==> config.mk <==
export PLATFORM = sky130hd
export DESIGN_NAME = duty_cycle_circuit_flat
export DESIGN_NICKNAME = d
export VERILOG_FILES = /design/src/rtl/duty_cycle_circuit_if.sv /design/src/rtl/duty_cycle_circuit.sv /design/src/flat_wrapper.sv
export SDC_FILE = /design/constraint.sdc
export NUM_CORES = 1
export LEC_CHECK = 0
export CAP_MARGIN = 20
export CORE_AREA = 2 2 59 74
export DETAILED_ROUTE_END_ITERATION = 6
export DIE_AREA = 0 0 61 76
export GPL_TIMING_DRIVEN = 0
export PLACE_DENSITY = 0.54
export SLEW_MARGIN = 10
export SYNTH_ARGS = -nofsm -noshare
export SYNTH_HDL_FRONTEND = slang
export SYNTH_SLANG_ARGS = --single-unit
==> constraint.sdc <==
create_clock -name clk -period 2.1 [get_ports clk]
set_clock_uncertainty 0.2 [all_clocks]
set_input_delay 0.42 -clock clk [delete_from_list [all_inputs] [get_ports clk]]
set_output_delay 0.42 -clock clk [all_outputs]
set_load 0.02 [all_outputs]
==> src/rtl/duty_cycle_circuit_if.sv <==
// duty_cycle_circuit_if: groups the measured input, the enable and the published
// result of duty_cycle_circuit. The driver/reader side uses the master modport and
// the measurement block uses the slave modport.
interface duty_cycle_circuit_if;
    logic       ring_in;   // asynchronous signal under measurement
    logic       enable;    // synchronous measurement enable
    logic [7:0] value;     // last published duty-cycle result

    modport master (output ring_in, output enable, input value);
    modport slave  (input ring_in, input enable, output value);
endinterface

==> src/rtl/duty_cycle_circuit.sv <==
// duty_cycle_circuit: oversamples an asynchronous input over WINDOW enabled clock
// cycles and publishes the high-sample count on value at each window end.
// Optional macro DUTY_CYCLE_PERCENT_EN: publish floor(count*100/WINDOW) instead,
// computed by an 8-iteration restoring divider that adds 9 cycles of latency.
module duty_cycle_circuit #(
    parameter int WINDOW = 255   // samples per window, legal range 16..255
) (
    input  logic                 clk,
    input  logic                 reset,
    duty_cycle_circuit_if.slave  bus
);

    localparam logic [7:0] LAST_IDX = 8'(WINDOW - 1);

    logic [1:0] sync_q, sync_d;     // [0] first stage, [1] synchronized sample
    logic [7:0] wcnt_q, wcnt_d;
    logic [7:0] hcnt_q, hcnt_d;
    logic [7:0] value_q, value_d;
    logic       s;
    logic       win_end;
    logic [7:0] final_cnt;

    assign s         = sync_q[1];
    assign bus.value = value_q;

    // Two-flop synchronizer for ring_in; keeps running regardless of enable.
    always_comb begin
        sync_d = {sync_q[0], bus.ring_in};
    end

    // Window and high-sample counters; flag the edge that consumes the last sample.
    always_comb begin
        // NOTE: every variable gets a default first, so no path leaves it unassigned and no latch is inferred.
        wcnt_d    = wcnt_q;
        hcnt_d    = hcnt_q;
        win_end   = 1'b0;
        final_cnt = hcnt_q + {7'd0, s};
        if (!bus.enable) begin
            wcnt_d = '0;
            hcnt_d = '0;
        end else if (wcnt_q == LAST_IDX) begin
            win_end = 1'b1;
            wcnt_d  = '0;
            hcnt_d  = '0;
        end else begin
            wcnt_d = wcnt_q + 8'd1;
            hcnt_d = final_cnt;
        end
    end

`ifdef DUTY_CYCLE_PERCENT_EN
    // Quotient is at most 100, so the dividend's top 7 bits are already below the
    // divisor and only the low 8 dividend bits need to be shifted through.
    logic        div_busy_q, div_busy_d;
    logic [3:0]  div_cnt_q,  div_cnt_d;
    logic [7:0]  div_rem_q,  div_rem_d;
    logic [7:0]  div_lo_q,   div_lo_d;
    logic [7:0]  div_quo_q,  div_quo_d;
    logic [14:0] product;
    logic [8:0]  trial;
    logic        trial_ge;

    assign product  = 15'(final_cnt) * 15'd100;
    assign trial    = {div_rem_q, div_lo_q[7]};
    assign trial_ge = (trial >= 9'(WINDOW));

    // Divider: load at window end, 8 restoring iterations, publish on the 9th edge.
    always_comb begin
        div_busy_d = div_busy_q;
        div_cnt_d  = div_cnt_q;
        div_rem_d  = div_rem_q;
        div_lo_d   = div_lo_q;
        div_quo_d  = div_quo_q;
        value_d    = value_q;
        if (win_end) begin
            div_busy_d = 1'b1;
            div_cnt_d  = '0;
            div_rem_d  = {1'b0, product[14:8]};
            div_lo_d   = product[7:0];
            div_quo_d  = '0;
        end else if (div_busy_q) begin
            if (div_cnt_q == 4'd8) begin
                value_d    = div_quo_q;
                div_busy_d = 1'b0;
            end else begin
                div_rem_d = trial_ge ? 8'(trial - 9'(WINDOW)) : trial[7:0];
                div_lo_d  = {div_lo_q[6:0], 1'b0};
                div_quo_d = {div_quo_q[6:0], trial_ge};
                div_cnt_d = div_cnt_q + 4'd1;
            end
        end
    end

    // Divider state; reset aborts any divide in flight.
    always_ff @(posedge clk or posedge reset) begin
        if (reset) begin
            div_busy_q <= 1'b0;
            div_cnt_q  <= '0;
            div_rem_q  <= '0;
            div_lo_q   <= '0;
            div_quo_q  <= '0;
        end else begin
            div_busy_q <= div_busy_d;
            div_cnt_q  <= div_cnt_d;
            div_rem_q  <= div_rem_d;
            div_lo_q   <= div_lo_d;
            div_quo_q  <= div_quo_d;
        end
    end
`else
    // Raw mode: publish the final high-sample count at window end.
    always_comb begin
        value_d = win_end ? final_cnt : value_q;
    end
`endif

    // Measurement state: synchronizer, counters and published result.
    always_ff @(posedge clk or posedge reset) begin
        if (reset) begin
            sync_q  <= '0;
            wcnt_q  <= '0;
            hcnt_q  <= '0;
            value_q <= '0;
        end else begin
            // NOTE: non-blocking assignments so every flop samples pre-edge values, independent of statement order.
            sync_q  <= sync_d;
            wcnt_q  <= wcnt_d;
            hcnt_q  <= hcnt_d;
            value_q <= value_d;
        end
    end

endmodule

==> src/flat_wrapper.sv <==
// flat-port wrapper written by rule: the top's interface ports become plain ports
module duty_cycle_circuit_flat 
#(
    parameter int WINDOW = 255                                             
)
  (clk, reset, bus_ring_in, bus_enable, bus_value);
  duty_cycle_circuit_if bus_i ();
  input  logic clk;
  input  logic reset;
  input wire logic [$bits(bus_i.ring_in)-1:0] bus_ring_in;
  input wire logic [$bits(bus_i.enable)-1:0] bus_enable;
  output wire logic [$bits(bus_i.value)-1:0] bus_value;
  assign bus_i.ring_in = bus_ring_in;
  assign bus_i.enable = bus_enable;
  assign bus_value = bus_i.value;
  duty_cycle_circuit #(.WINDOW(WINDOW)) u_core (.clk(clk), .reset(reset), .bus(bus_i));
endmodule
==> qor.csv <==
stage,metric,value,unit
timing,final worst-path cycle share,88.9,%
synthesis,sequential area share after synthesis,57.1,%
clock_network,Clock Sinks,26,
layout,"commonest non-fill, non-tap cell in the layout",dfrtp_1,
synthesis,Synth Cell Area,0.00114,sq mm
layout,number of diodes,0,
timing,"Slew Viols, Final",0,
placed_design,Post-DP HPWL,1500,um
hold_path,worst hold path type,register to register,
placed_design,global placer's final weighted congestion,0.734,
placed_design,placed cells,170,
detailed_routing,Initial DRT Pass Iterations,4,
synthesis,register bit count reported by yosys,26,
detailed_routing,routed vias,802,
setup_path,reg2reg path depth,7,
clock_network,root buffer cell,clkbuf_8,
setup_path,WS Path Type,input pin to register,
detailed_routing,post-DR wirelength/cell,11.5,um
clock_network,post-CTS setup buffer count,0,
clock_network,CTS tree,yes,
synthesis,Yosys cell types,21,
run,Max-Cap Viols,0,
synthesis,post-synthesis cell count,103,
global_route,vias in the first global route,805,
layout,fill count,406,
layout,Layout area overhead,23.1,%
hold_path,Hold Crit Start,u_core.sync_q[0],
detailed_routing,total wire length,2010,um
setup_path,required time worst endpoint,2.06,ns
detailed_routing,routed vias/inst,4.58,
timing,Max-Slew Margin vs Limit,78.6,%
global_route,first-pass GRT wire length,3680,um
global_route,initial antenna violation count,0,
outcome,status,completed,
setup_path,CP endpoint kind,register,
synthesis,"area leader, netlist",dfrtp_1,
floorplanning,core area,0.00400,sq mm
synthesis,syn_area_per_cell,11.1,sq um
synthesis,yosys warns,0,
global_route,GRT overflow,0,
clock_network,CTS resizes,0,
layout,most frequent cells in the layout,"dfrtp_1, a21oi_1, clkdlybuf4s50_1",
floorplanning,die width,61,um
floorplanning,row cnt,26,
floorplanning,die height,76,um
clock_network,clock slew at reported path FFs,0.09,ns
layout,final instance count without filler cells,175,
synthesis,largest cells by area after synthesis,"dfrtp_1, a21oi_1, ha_1",
timing,Slew @ Worst Pin,0.321,ns
clock_network,Hold Buf Count CTS,0,
detailed_routing,Residual DRC,0,
hold_path,Hold EP,u_core.sync_q[1],
synthesis,Synth top area share,57.1,%
pwr,Pleak,0.605,nW
setup_path,reg-to-reg endpoint,u_core.bus.value[0],
floorplanning,die area,0.00464,sq mm
setup_path,CP Launch Type,input pin,
detailed_routing,"antenna viol nets, final",0,
setup_path,r2r startpoint,u_core.wcnt_q[0],
timing,Max Clock Freq,536,MHz
timing,RSZ-0062 raised after global routing,false,
setup_path,Worst Path Arrival,1.83,ns
layout,Nets,128,
clock_network,total CTS buffers,3,
synthesis,syn_nets,111,
setup_path,reg2reg setup slack,0.25,ns
clock_network,H-tree depth,1,
floorplanning,Boundary Pins,12,
timing,setup TNS,0,ns
global_route,total track usage,10.5,%
global_route,pin count of the biggest net entering global routing,27,
timing,final hold vios,0,
layout,share of post-route cells with drive strength above 1,11.8,%
setup_path,crit path max fanout,8,
detailed_routing,drt first-iter violations,34,
pwr,Worst IR Drop VDD,0.242,mV
hold_path,depth of the worst hold-timing path,0,
pwr,pwr/cell area,637,mW/mm^2
timing,Tmin final,1.87,ns
floorplanning,Initial Utilization,28.5,%
timing,Final setup viols,0,
clock_network,Worst-Skew Late Latency,0.27,ns
placed_design,IO Port Bufs,11,
clock_network,Bufs on Longest Clock Path,2,
report_power, final:
| group | internal [W] | total, W | switching, W |
|---|---|---|---|
| combinational | 0.0000216 | 0.0000491 | 0.0000275 |
| sequential | 0.000511 | 0.000519 | 0.00000797 |
| clock | 0.000168 | 0.000326 | 0.000158 |
| total | 0.000700 | 0.000894 | 0.000194 |
metal layers:
layer  part of all wire, %  GRT usage [%]
met5                     0              0
met4                   2.1           4.78
met3                   2.0           2.21
met2                    52           16.0
met1                    44           13.8
worst max path at each step:
stage,cells after the start,slack [ns],start,to
2_1_floorplan,7,0.33,u_core.wcnt_q[0],u_core.bus.value[0]
3_3_place_gp,6,-0.06,bus_enable,u_core.bus.value[0]
3_5_place_dp,6,-0.07,bus_enable,u_core.bus.value[0]
4_1_cts,6,0.23,bus_enable,u_core.bus.value[0]
5_1_grt,7,0.18,u_core.wcnt_q[0],u_core.bus.value[0]
6_report,6,0.23,bus_enable,u_core.bus.value[0]
metrics by stage:
step | total power [W] | setup slack (ns) | util, % | hold WS (ns) | cell area (sq um)
final | 0.000894 | 0.234 | 35.1 | 0.162 | 1400
after global routing | 0.000939 | 0.175 | 35.1 | 0.168 | 1400
after CTS | 0.000900 | 0.227 | 34.4 | 0.167 | 1380
after detailed placement | 0.000574 | -0.0676 | 33.0 | 0.146 | 1320
after floorplan | 0.000557 | 0.333 | - | 0.131 | 1140
after global placement | 0.000571 | -0.0559 | 33.0 | 0.135 | 1320
cell families after synthesis:
group | count (synthesis) | share of synthesized area [%]
buffers and inverters | 9 | 5.38
and+or+nand+nor | 31 | 14.3
xor gates and xnor gates | 6 | 4.61
adders and majority gates | 4 | 4.39
AOI/OAI and AO/OA | 25 | 11.6
DFF | 26 | 57.1
muxes | 2 | 2.63
synthesized netlist by cell type (all sizes together):
| cell type | instances |
|---|---|
| o21ai | 7 |
| nand2 | 3 |
| nand4 | 2 |
| or3 | 6 |
| a21oi | 15 |
| dfrtp | 26 |
| xor2 | 3 |
| ha | 4 |
| buf | 4 |
| a31oi | 3 |
| nor2 | 10 |
| nand3 | 7 |
| mux2 | 2 |
| inv | 5 |
| and4 | 2 |
| xnor2 | 3 |
| and2 | 1 |
state kept, by name, indices dropped and copies added (netlist names):
register,count
u_core.bus.value,8
u_core.hcnt_q,8
u_core.wcnt_q,8
u_core.sync_q,2
final cells by class:
type	instances	area (sq um)	area share, %
inverters	5	18.8	1.34
multi-input cells	68	428	30.5
well taps	56	70.1	5.00
plain buffers	4	42.5	3.03
repair buffers	12	138	9.81
flip-flops and latches	26	651	46.4
clock buffers	4	55.1	3.93
critical path, stage by stage:
cell and delay, ns:
clkdlybuf4s50_1 0.50, and4_1 0.22, buf_6 0.12, and2_4 0.14, buf_8 0.12, mux2_4 0.30
(Power assumes the default switching activity.)
